**src/rtl/uart_tx_pkg.sv**
```systemverilog
// Shared constants and one-hot state encodings for the UART transmitter.
// The parity stage is compiled in only when UART_TX_PARITY_EN is defined.
package uart_tx_pkg;

    localparam int UART_CLKS_PER_BIT = 16;
    localparam int UART_DATA_BITS    = 8;

    localparam logic [4:0] ST_IDLE   = 5'b00001;
    localparam logic [4:0] ST_START  = 5'b00010;
    localparam logic [4:0] ST_DATA   = 5'b00100;
    localparam logic [4:0] ST_PARITY = 5'b01000;
    localparam logic [4:0] ST_STOP   = 5'b10000;

    function automatic logic even_parity(input logic [UART_DATA_BITS-1:0] b);
        return ^b;
    endfunction

endpackage

```
**src/rtl/uart_tx_if.sv**
```systemverilog
// Producer-side handshake and status bundle of the UART transmitter.
interface uart_tx_if;
    import uart_tx_pkg::*;

    logic [UART_DATA_BITS-1:0] data_i;
    logic                      TX_valid_i;
    logic                      TX_ready_o;
    logic                      TX_busy_o;
    logic                      TX_done_o;

    modport master (
        output data_i, TX_valid_i,
        input  TX_ready_o, TX_busy_o, TX_done_o
    );

    modport slave (
        input  data_i, TX_valid_i,
        output TX_ready_o, TX_busy_o, TX_done_o
    );

endinterface

```
**src/rtl/uart_tx_buf.sv**
```systemverilog
// One-entry holding register between the producer and the transmit shifter.
module uart_tx_buf
    import uart_tx_pkg::*;
(
    input  logic                      clk_i,
    input  logic                      rst_i,
    input  logic [UART_DATA_BITS-1:0] wr_data,
    input  logic                      wr_valid,
    output logic                      wr_ready,
    input  logic                      rd_free,
    output logic [UART_DATA_BITS-1:0] rd_data,
    output logic                      full
);

    logic                      full_q;
    logic [UART_DATA_BITS-1:0] data_q;

    assign wr_ready = !full_q;
    assign rd_data  = data_q;
    assign full     = full_q;

    // A new write wins over a free so a same-cycle refill never loses the byte.
    always_ff @(posedge clk_i) begin
        if (rst_i) begin
            full_q <= 1'b0;
            data_q <= '0;
        end else if (wr_valid && wr_ready) begin
            full_q <= 1'b1;
            data_q <= wr_data;
        end else if (rd_free) begin
            full_q <= 1'b0;
        end
    end

endmodule

```
**src/rtl/uart_tx.sv**
```systemverilog
// UART transmitter: start, 8 data bits MSB first, optional even parity, stop.
// Define UART_TX_PARITY_EN to insert the parity bit after the data bits.
module uart_tx
    import uart_tx_pkg::*;
#(
    parameter int CLKS_PER_BIT = UART_CLKS_PER_BIT
) (
    input  logic      clk_i,
    input  logic      rst_i,
    uart_tx_if.slave  bus,
    output logic      TxD_o
);

    localparam int CW = (CLKS_PER_BIT > 2) ? $clog2(CLKS_PER_BIT) : 1;
    localparam logic [CW-1:0] BIT_LAST  = CW'(CLKS_PER_BIT - 1);
    localparam logic [2:0]    DATA_LAST = 3'(UART_DATA_BITS - 1);

    logic [4:0]                state;
    logic [CW-1:0]             bit_cnt;
    logic [2:0]                data_cnt;
    logic [UART_DATA_BITS-1:0] shreg;
    logic [UART_DATA_BITS-1:0] buf_data;
    logic                      buf_full;
    logic                      buf_free;
    logic                      bit_end;
`ifdef UART_TX_PARITY_EN
    logic                      par_q;
`endif

    assign bit_end  = (bit_cnt == BIT_LAST);
    assign buf_free = buf_full && ((state == ST_IDLE) || (state == ST_STOP && bit_end));

    assign bus.TX_busy_o = (state != ST_IDLE);
    assign bus.TX_done_o = (state == ST_STOP) && bit_end;

    uart_tx_buf u_buf (
        .clk_i    (clk_i),
        .rst_i    (rst_i),
        .wr_data  (bus.data_i),
        .wr_valid (bus.TX_valid_i),
        .wr_ready (bus.TX_ready_o),
        .rd_free  (buf_free),
        .rd_data  (buf_data),
        .full     (buf_full)
    );

    // A frame starts from idle or straight out of a finished stop bit, so
    // back-to-back bytes leave no idle gap on the line.
    always_ff @(posedge clk_i) begin
        if (rst_i) begin
            state    <= ST_IDLE;
            bit_cnt  <= '0;
            data_cnt <= '0;
            shreg    <= '0;
            TxD_o    <= 1'b1;
`ifdef UART_TX_PARITY_EN
            par_q    <= 1'b0;
`endif
        end else if (buf_free) begin
            state    <= ST_START;
            shreg    <= buf_data;
            bit_cnt  <= '0;
            TxD_o    <= 1'b0;
`ifdef UART_TX_PARITY_EN
            par_q    <= even_parity(buf_data);
`endif
        end else begin
            case (state)
                ST_IDLE: begin
                    TxD_o <= 1'b1;
                end
                ST_START: begin
                    if (bit_end) begin
                        state    <= ST_DATA;
                        bit_cnt  <= '0;
                        data_cnt <= '0;
                        TxD_o    <= shreg[UART_DATA_BITS-1];
                    end else begin
                        bit_cnt <= bit_cnt + 1'b1;
                    end
                end
                ST_DATA: begin
                    if (bit_end) begin
                        bit_cnt  <= '0;
                        shreg    <= {shreg[UART_DATA_BITS-2:0], 1'b0};
                        data_cnt <= data_cnt + 1'b1;
                        if (data_cnt == DATA_LAST) begin
`ifdef UART_TX_PARITY_EN
                            state <= ST_PARITY;
                            TxD_o <= par_q;
`else
                            state <= ST_STOP;
                            TxD_o <= 1'b1;
`endif
                        end else begin
                            TxD_o <= shreg[UART_DATA_BITS-2];
                        end
                    end else begin
                        bit_cnt <= bit_cnt + 1'b1;
                    end
                end
`ifdef UART_TX_PARITY_EN
                ST_PARITY: begin
                    if (bit_end) begin
                        state   <= ST_STOP;
                        bit_cnt <= '0;
                        TxD_o   <= 1'b1;
                    end else begin
                        bit_cnt <= bit_cnt + 1'b1;
                    end
                end
`endif
                ST_STOP: begin
                    if (bit_end) begin
                        state   <= ST_IDLE;
                        bit_cnt <= '0;
                        TxD_o   <= 1'b1;
                    end else begin
                        bit_cnt <= bit_cnt + 1'b1;
                    end
                end
                default: begin
                    state   <= ST_IDLE;
                    bit_cnt <= '0;
                    TxD_o   <= 1'b1;
                end
            endcase
        end
    end

endmodule

```
**src/flat_wrapper.sv**
```systemverilog
// flat-port wrapper written by rule: the top's interface ports become plain ports
module uart_tx_flat import uart_tx_pkg::*;
#(
    parameter int CLKS_PER_BIT = UART_CLKS_PER_BIT
)
  (clk_i, rst_i, TxD_o, bus_data_i, bus_TX_valid_i, bus_TX_ready_o, bus_TX_busy_o, bus_TX_done_o);
  uart_tx_if bus_i ();
  input  logic clk_i;
  input  logic rst_i;
  output logic TxD_o;
  input wire logic [$bits(bus_i.data_i)-1:0] bus_data_i;
  input wire logic [$bits(bus_i.TX_valid_i)-1:0] bus_TX_valid_i;
  output wire logic [$bits(bus_i.TX_ready_o)-1:0] bus_TX_ready_o;
  output wire logic [$bits(bus_i.TX_busy_o)-1:0] bus_TX_busy_o;
  output wire logic [$bits(bus_i.TX_done_o)-1:0] bus_TX_done_o;
  assign bus_i.data_i = bus_data_i;
  assign bus_i.TX_valid_i = bus_TX_valid_i;
  assign bus_TX_ready_o = bus_i.TX_ready_o;
  assign bus_TX_busy_o = bus_i.TX_busy_o;
  assign bus_TX_done_o = bus_i.TX_done_o;
  uart_tx #(.CLKS_PER_BIT(CLKS_PER_BIT)) u_core (.clk_i(clk_i), .rst_i(rst_i), .bus(bus_i), .TxD_o(TxD_o));
endmodule
```
**config.mk**
```make
export PLATFORM = sky130hd
export DESIGN_NAME = uart_tx_flat
export DESIGN_NICKNAME = d
export VERILOG_FILES = /design/src/rtl/uart_tx_pkg.sv /design/src/rtl/uart_tx_if.sv /design/src/rtl/uart_tx_buf.sv /design/src/rtl/uart_tx.sv /design/src/flat_wrapper.sv
export SDC_FILE = /design/constraint.sdc
export NUM_CORES = 1
export LEC_CHECK = 0
export CELL_PAD_IN_SITES_DETAIL_PLACEMENT = 0
export CELL_PAD_IN_SITES_GLOBAL_PLACEMENT = 1
export CORE_ASPECT_RATIO = 0.5
export CORE_MARGIN = 5
export CORE_UTILIZATION = 35
export DETAILED_ROUTE_END_ITERATION = 8
export DONT_BUFFER_PORTS = 1
export PLACE_DENSITY_LB_ADDON = 0.15
export SYNTH_ARGS = -nofsm -noshare
export SYNTH_HDL_FRONTEND = slang
export SYNTH_HIERARCHICAL = 1
export SYNTH_SLANG_ARGS = --single-unit
```
**constraint.sdc**
```tcl
create_clock -name clk_i -period 3 [get_ports clk_i]
set_clock_uncertainty 0.15 [all_clocks]
set_input_delay 0.15 -clock clk_i [delete_from_list [all_inputs] [get_ports clk_i]]
set_output_delay 0.15 -clock clk_i [all_outputs]
set_load 0.02 [all_outputs]
```
## Yosys cells after proc, flatten, opt, wreduce, memory -nomap -nowiden

Index checks and enable logic that the tools add are counted.
Widths: inputs -> output; s select.

| word-level totals | value |
|---|---|
| register bits | 30 |
| input port bits | 11 |
| output and inout bits | 4 |
| logic and storage cells | 66 |

| operators by class | value |
|---|---|
| add/sub/neg operators | 2 |
| equal/unequal tests | 16 |
| multiplexer cells | 22 |
| bitwise gates (word level) | 2 |
| reduce and logical (&&, ||, !) cells | 16 |

Operators by type and width:

| cell | number |
|---|---|
| $mux 8 | 3 |
| $mux 5 | 4 |
| $pmux 5 s4 | 1 |
| $ne 3x1->1 const B | 4 |
| $ne 2x1->1 const B | 5 |
| $reduce_and 5->1 | 2 |
| $pmux 4 s2 | 1 |
| $reduce_bool 2->1 | 4 |
| $mux 1 | 7 |
| $mux 3 | 2 |
| $pmux 3 s2 | 1 |
| $eq 5x1->1 const B | 1 |
| $eq 5x2->1 const B | 1 |
| $eq 5x3->1 const B | 1 |
| $eq 5x5->1 const B | 1 |
| $ne 5x1->1 const B | 1 |
| $add 4x1->4 const B | 1 |
| $eq 4x4->1 const B | 1 |
| $mux 4 | 1 |
| $reduce_and 4->1 | 1 |
| $add 3x1->3 const B | 1 |
| $eq 3x3->1 const B | 1 |
| $logic_and 1x1->1 | 3 |
| $pmux 1 s3 | 1 |
| other kinds (8) | 9 |

## Depth between registers and ports, before layout

Gate-level depths: netlist (run 1).

| depth | value |
|---|---|
| depth in word-level cells | 6 |
| depth in mapped cells | 8 |
| mapped depth without buffers | 6 |

## Modules after synthesis

Netlist (run 1), hierarchy kept.

By module, submodules not included:

| module | times used | cells each | area each (sq um) | sequential area each (sq um) |
|---|---|---|---|---|
| uart_tx | 1 | 134 | 1132.3 | 400.4 |
| uart_tx_buf | 1 | 39 | 430.4 | 180.2 |

## Worst setup path after synthesis (run 1)

Ideal clock, no wire load.

| timing | value |
|---|---|
| path kind | reg-to-reg |
| start | register u_core.bit_cnt[0] |
| end | register u_core.bit_cnt[3] |
| setup time | 0.061 ns |
| arrival time | 1.760 ns |
| required time | 2.789 ns |
| setup slack | 1.029 ns |
| cell stages (with the launch flop) | 8 |
| path buffers | 2 |
| clock period less this slack | 1.971 ns |
| cell sequence | dfxtp_1 -> ha_1 -> and3_1 -> clkbuf_2 -> and4_1 -> buf_2 -> or3_4 -> and4bb_1 |

| between the ends | value |
|---|---|
| cells in the longest elaborated chain, start to end | 5 |
| elaborated cells between the ends (all ways) | 8 |

RTL lines:

| item | line | RTL |
|---|---|---|
| start, declared | uart_tx.sv:19 | `logic [CW-1:0] bit_cnt;` |
| start signal, assigned | uart_tx.sv:79 | `bit_cnt <= bit_cnt + 1'b1;` |
| start signal, assigned | uart_tx.sv:99 | `bit_cnt <= bit_cnt + 1'b1;` |
| start signal, assigned | uart_tx.sv:119 | `bit_cnt <= bit_cnt + 1'b1;` |
| parallel branches: the longest is 5 deep, another holds $add 4x1->4 | -- |  |

Several ways; the timed one is not identified.
A chain may end at the register's enable or synchronous reset.

## Worst setup path in the final report (run 1)

| timing | value |
|---|---|
| start | register u_core.bit_cnt[0] |
| end | register u_core.shreg[5] |

| between the ends | value |
|---|---|
| cells in the longest elaborated chain, start to end | 6 |
| elaborated cells between the ends (all ways) | 8 |

RTL lines:

| item | line | RTL |
|---|---|---|
| $eq 4x4->1 * | uart_tx.sv:30 | `assign bit_end = (bit_cnt == BIT_LAST);` |
| $logic_and 1x1->1 | uart_tx.sv:31 | `assign buf_free = buf_full && ((state == ST_IDLE) \|\| (state == ST_STOP && bit_end));` |
| $logic_or 1x1->1 | uart_tx.sv:31 |  |
| $logic_and 1x1->1 | uart_tx.sv:31 |  |
| $reduce_bool 2->1 (no line) | -- |  |
| $reduce_and 2->1 (no line) | -- |  |
| end signal, assigned | uart_tx.sv:61 | `shreg <= buf_data;` |
| end signal, assigned | uart_tx.sv:85 | `shreg <= {shreg[UART_DATA_BITS-2:0], 1'b0};` |
| end, declared | uart_tx.sv:21 | `logic [UART_DATA_BITS-1:0] shreg;` |

Every way passes the cells marked *; elsewhere a longest branch is shown, timed or not.

==> metrics, run 1 <==
htree depth 2; IO Port Bufs 0; Post-Syn Instances 173; Leakage 0.659 nW; diode count 0; first-pass GRT wire length 5.98 mm; total congestion overflow 0; all-layer global routing usage 12.3%; Slew headroom 26.8%; register area 581 µm²; crit path buf inv count 0; initial antenna violation count 0; post-synthesis cell type count 44; vias in the first global route 1218; Final Cycle Share between 70% and 80%; routability cong. 0.707; Power Density 488 nW/µm²; share of cells above drive strength 1 13.5%; Max Slew Vio Count 0; HP Class primary input to flip-flop; crit-path cells ha_1, and3_1, and4_1, nor2_1, o221a_2; post-route ant nets 0; Root Driver clkbuf_8; post-synthesis simple-gate area fraction 31.1%; CP startpoint kind flip-flop; clk slew on worst S/H paths about 60 ps; Crit-path slowest cell and3_1; setup TNS 0 ps; endpoints failing hold 0; area of the multi-input gates 887 µm²; Initial DRT Pass Iterations 4; Hold Startpoint bus_TX_valid_i; # rows 17; #FFs+latches synth 29; adder-cell share of the synthesized area 2.40%; Worst Setup Path Type flip-flop to flip-flop; largest net degree at the start of global routing 35; WP data arrival between 2000 and 2500 ps; mux contribution to synthesized area 1.36%; Post CTS Setup Buffer Count 0; DP HPWL 2.37 mm; main combinational cell family by area after synthesis simple AND/OR/NAND/NOR gates; launching point of the worst reg2reg path u_core/bit_cnt[0]; status finished, final reports clean; sequential share of the synthesized area a little under two fifths; via count 1276; DRT iter0 DRCs 104; P&R area growth vs syn 12.3%; total of fill cells in the finished design 454; CP top delay family simple AND/OR/NAND/NOR gates; Final Setup Violations 0; syn nets around 190; peak supply drop ~0.00027 V; Die Y about 57 µm; CORE AREA 4360 µm²; RSZ-0062 raised after global routing no; Avg Synthesized Cell Area 9.03 µm²; CTS buffer count 5; flop2flop setup slack 810 ps; die footprint 5980 µm²; Vias/cell 5.43; CTS tree done; Initial Util 35.8%; Final min period 2190 ps; worst stage delay on the critical path 520 ps; number of I/O pins 15; final worst slack 806 ps; # clock sinks 29; Clk Latency, worst-skew pair 270 ps; WP data required 3010 ps; Crit. End Element flip-flop; Post-Synth XOR/XNOR Area 1.68%; max-cap viol count 0; WL per Instance 14.9 µm; Syn. warnings 6; Fmax 456 MHz; CP startpoint u_core/bit_cnt[0]; drc violations 0; Mapped Area 1560 µm²; Least-Margin Pin Slew 1100 ps; CP Max Fanout 16; post-place setup slack 832 ps; Total Nets Final between 150 and 200; CTS max path bufs 2; Synth Area in Compound Gates 20.3%; routed wire length 3.51 mm; Die Span X 105 µm
[final cells by class]
cell class              instances  area share, %
clock buffers                   7           4.92
inverters                       6           1.28
flip-flops and latches         29           33.1
well taps                      57           4.06
multi-input cells             125           50.5
repair buffers                 11           6.13
[per-stage QoR]
| stage | cells | hold WS (ps) | util (%) | total power [mW] | cell area (µm²) |
|---|---|---|---|---|---|
| 2_1_floorplan | 173 | 172 | - | 0.516 | 1560 |
| 3_3_place_gp | 218 | 73.2 | 36.0 | 0.527 | 1570 |
| 3_5_place_dp | 218 | 75.0 | 36.0 | 0.527 | 1570 |
| 4_1_cts | 235 | 76.7 | 40.3 | 0.867 | 1760 |
| 5_1_grt | 235 | 89.0 | 40.3 | 0.904 | 1760 |
| 6_report | 235 | 78.8 | 40.3 | 0.857 | 1760 |
[synthesized netlist by cell type]
cell type / instances / area (µm²)
o221a_2: 1 / 11.3
or3_4: 1 / 11.3
nand4_1: 2 / 12.5
nor4_1: 1 / 6.26
nand4b_1: 1 / 8.76
nor4b_2: 1 / 15.0
dfxtp_1: 29 / 581
nand4bb_1: 8 / 90.1
a2111oi_2: 1 / 15.0
nor2b_1: 2 / 12.5
a21oi_1: 9 / 45.0
xnor2_1: 1 / 8.76
a31oi_1: 7 / 43.8
clkbuf_1: 4 / 15.0
buf_6: 2 / 22.5
nand2_1: 6 / 22.5
nand2b_1: 11 / 68.8
and2_1: 1 / 6.26
nor2_1: 7 / 26.3
nor2b_4: 1 / 13.8
o21ai_2: 8 / 70.1
o21ai_0: 10 / 50.1
a2111oi_0: 1 / 8.76
o21bai_1: 1 / 7.51
mux2_2: 1 / 11.3
ha_1: 3 / 37.5
inv_1: 6 / 22.5
xor2_1: 2 / 17.5
mux2i_1: 1 / 10.0
nor4b_4: 1 / 23.8
buf_2: 6 / 30.0
o211a_1: 2 / 20.0
nor3b_1: 1 / 7.51
and3_1: 3 / 18.8
nand3_1: 17 / 85.1
a22oi_1: 4 / 30.0
clkbuf_2: 1 / 5.00
or2_2: 1 / 6.26
nor3_1: 2 / 10.0
and4_1: 1 / 8.76
nor4b_1: 1 / 8.76
a211oi_1: 2 / 15.0
and2b_4: 1 / 10.0
and4bb_1: 1 / 12.5
[final timing paths]
kind,endpoint,cells after the start
hold reg to reg,u_core/data_cnt[2],2
setup / recovery,u_core/shreg[5],5
hold / removal,u_core/u_buf/rd_data[1],2
setup reg to reg,u_core/shreg[5],5
[per-layer routing]
layer  GRT usage, %  wire length (µm)
met5              0                 0
met4           3.32                29
met3           3.73               128
met2           18.7              1520
met1           17.1              1830
[placed cells by master (no fill, tap or decap), drive strengths merged]
| master | n |
|---|---|
| dfxtp | 29 |
| o21ai | 18 |
| nand3 | 17 |
| nand2b | 11 |
| dlygate4sd3 | 10 |
| a21oi | 9 |
| nand4bb | 8 |
| nor2 | 7 |
| a31oi | 7 |
| clkbuf | 7 |
| inv | 6 |
| nand2 | 6 |
| a22oi | 4 |
| and3 | 3 |
| ha | 3 |
| nor2b | 3 |
| nor4b | 3 |
| nand4 | 2 |
| nor3 | 2 |
| o211a | 2 |
| a211oi | 2 |
| xor2 | 2 |
| a2111oi | 2 |
| and4 | 1 |
| and2 | 1 |
| o221a | 1 |
| nor4 | 1 |
| nor3b | 1 |
| nand4b | 1 |
| mux2i | 1 |
| o21bai | 1 |
| or3 | 1 |
| and4bb | 1 |
| or2 | 1 |
| xnor2 | 1 |
| mux2 | 1 |
| buf | 1 |
| and2b | 1 |
[worst register-to-register path, stage by stage, from the launching register on]
cell and delay, ps:
dfxtp_1 350, ha_1 200, and3_1 520, and4_1 450
nor2_1 130, o221a_2 290
[sequential cells by signal, indices dropped and copies added, names as in the netlist]
name,count
u_core/state,4
u_core/u_buf/full,1
u_core/TxD_o,1
u_core/bit_cnt,4
u_core/data_cnt,3
u_core/u_buf/rd_data,8
u_core/shreg,8
[cells by family (layout without fill, tap and decap cells)]
family | after synthesis | after routing
simple gates | 71 | 71
fa+ha+maj | 3 | 3
mux | 2 | 2
xor+xnor | 3 | 3
compound gates | 46 | 46
buf+inv | 19 | 24
flops | 29 | 29
[power by group]
part	switching [mW]	leakage (nW)	internal, mW	total [mW]
registers	0.0256	0.236	0.403	0.428
clock network	0.139	0.0443	0.182	0.320
logic	0.0592	0.379	0.0492	0.108
[repair_timing]
| item | in CTS | in global routing |
|---|---|---|
| hold buffers | 10 | 0 |
| endpoints found under the setup margin | 0 | 0 |
| resized for setup | 0 | 0 |
| hold endpoints to repair | 28 | 0 |
No activity file was read; power rests on OpenSTA's default activity.
==> run 2: changes to the inputs <==
==> constraint.sdc (replaced) <==
create_clock -name clk_i -period 2.2 [get_ports clk_i]
set_clock_uncertainty 0.15 [all_clocks]
set_input_delay 0.11 -clock clk_i [delete_from_list [all_inputs] [get_ports clk_i]]
set_output_delay 0.11 -clock clk_i [all_outputs]
set_load 0.02 [all_outputs]
==> run 2 against run 1 <==
Setup slack lost 510 ps. Sequential share of layout area shrank 1.1 points. Clock-buffer cell count shrank 2. Flip-flop and latch count is the same. Clock power grew 67%. Utilization grew 1.4 points. Global-route usage grew 0.17 points. Final area grew 3.6%. Critical path type unchanged. Largest power group unchanged.
==> metrics, run 2 (same netlist as run 1, synthesis figures left out) <==
max-cap viol count 0 (unchanged); Die Span X 105 µm (unchanged); WL per Instance 14.4 µm (-3.8%); setup TNS 0 ps (unchanged); Vias/cell 5.50 (+1.3%); RR Endpoint u_core/bit_cnt[3]; CTS max path bufs 2 (unchanged); CP startpoint kind flip-flop; Final Cycle Share 86.7% (+14 points); flop2flop setup slack 290 ps (-510 ps); met2 Resource Use GR 17.9% (-0.81 points); endpoints failing hold 0 (unchanged); # clock sinks 29 (unchanged); Final min period 1910 ps (-286 ps); RSZ-0062 raised after global routing no; CTS tree done; first-pass GRT wire length 6.11 mm (+2.3%); Worst R2R Path Depth 4 (-1); total congestion overflow 0 (unchanged); DP HPWL 2.39 mm (+0.77%); post-route ant nets 0 (unchanged); Leakage 0.699 nW (+6.0%); CORE AREA 4360 µm² (unchanged); CTS buffer count 5 (unchanged); diode count 0 (unchanged); WP data required 2220 ps (-790 ps); drc violations 0 (unchanged); Crit. End Element flip-flop; launching point of the worst reg2reg path u_core/state[4]; HP Class primary input to flip-flop; via count 1326 (+3.9%); Die Y 57.3 µm (unchanged); Initial DRT Pass Iterations 4 (unchanged); Worst Hold End u_core/u_buf/rd_data[3]; routed wire length 3.46 mm (-1.3%); commonest non-fill, non-tap cell in the layout dfxtp_1; GRT met3 Usage 3.73% (unchanged); htree depth 2 (unchanged); Root Driver clkbuf_8; Initial Util 35.8% (unchanged); busiest grt layer met1; all-layer global routing usage 12.5% (+0.17 points); Power Density 701 nW/µm² (+44%); peak supply drop 0.000258 V (-5.1%); leading cell types in the layout, fill and taps excluded dfxtp_1, nand3_1, nand2b_1; routability cong. 0.751 (+6.3%); P&R area growth vs syn 16.3%; Final Setup Violations 0 (unchanged); Total Nets Final 198 (+3.1%); IO Port Bufs 0 (unchanged); largest net degree at the start of global routing 35 (unchanged); Hold Startpoint bus_TX_valid_i; Placed Area 1610 µm² (+2.9%); share of cells above drive strength 1 16.8% (+3.4 points); number of I/O pins 15 (unchanged); Slew headroom 27.2% (+0.44 points); Max Slew Vio Count 0 (unchanged); CP Max Fanout 11 (-5); Least-Margin Pin Slew 1090 ps (-6.56 ps); final core utilization 41.7% (+1.4 points); Fmax 524 MHz (+15%); WP data arrival 1930 ps (-280 ps); Clk Latency, worst-skew pair 280 ps (about the same); met1 Resource Use GR 18.0% (+0.89 points); DRT iter0 DRCs 53 (-49%); design area 1820 µm² (+3.6%); die footprint 5980 µm² (unchanged); status finished, final reports clean; PostCTS Resize Cnt 0 (unchanged); clk slew on worst S/H paths 60 ps (about the same); initial antenna violation count 0 (unchanged); Hold Path Cell Cnt 2 (unchanged); # rows 17 (unchanged); Worst Setup Path Type flip-flop to flip-flop; vias in the first global route 1262 (+3.6%)
## run 2: what timing repair did
item                      CTS  global route
setup buffers               0             0
hold buffers               10             0
hold endpoints to repair   28             0
## run 2: cell type report
type / count / area [µm²]
Timing Repair Buffer: 17 / 153
Multi-Input combinational cell: 125 / 887
Sequential cell: 29 / 581
Clock buffer: 5 / 68.8
Inverter: 6 / 22.5
Fill cell: 433 / 2540
Tap cell: 57 / 71.3
Clock inverter: 2 / 35.0
## run 2: worst max-delay path by stage
stage,from,to,depth (start not counted)
after floorplan,u_core/bit_cnt[0],u_core/bit_cnt[3],7
after global placement,u_core/bit_cnt[0],u_core/shreg[5],7
after detailed placement,u_core/state[4],u_core/shreg[5],4
after CTS,u_core/state[4],u_core/bit_cnt[3],4
after global routing,u_core/bit_cnt[0],u_core/u_buf/full,7
final,u_core/state[4],u_core/bit_cnt[3],4
## run 2: power by group
part / leakage (nW) / total (mW) / switching [mW] / internal (mW)
clock: 0.0540 / 0.533 / 0.205 / 0.329
combinational: 0.409 / 0.174 / 0.0968 / 0.0770
sequential: 0.236 / 0.567 / 0.0181 / 0.549
## run 2: critical path, cell delays in order, from the launching register on
cell      delay (ps)
dfxtp_1          430
nor4b_4          470
and2_1           350
or3_4            210
and4bb_1         180
## run 2: through the flow
step / total power, mW / setup WS (ps) / hold slack (ps) / cells
floorplan: 0.703 / 229 / 132 / 173
global placement: 0.731 / 289 / 33.0 / 224
detailed placement: 0.730 / 280 / 34.4 / 224
CTS: 1.29 / 269 / 30.0 / 241
global route: 1.34 / 111 / 34.4 / 241
finish: 1.27 / 292 / 27.5 / 241
## run 2: metal layers
| metal | part of all wire, % | up-vias |
|---|---|---|
| li1 | - | 661 |
| met1 | 52 | 639 |
| met2 | 43 | 19 |
| met3 | 4.5 | 7 |
| met4 | 1.3 | 0 |
| met5 | 0 | - |
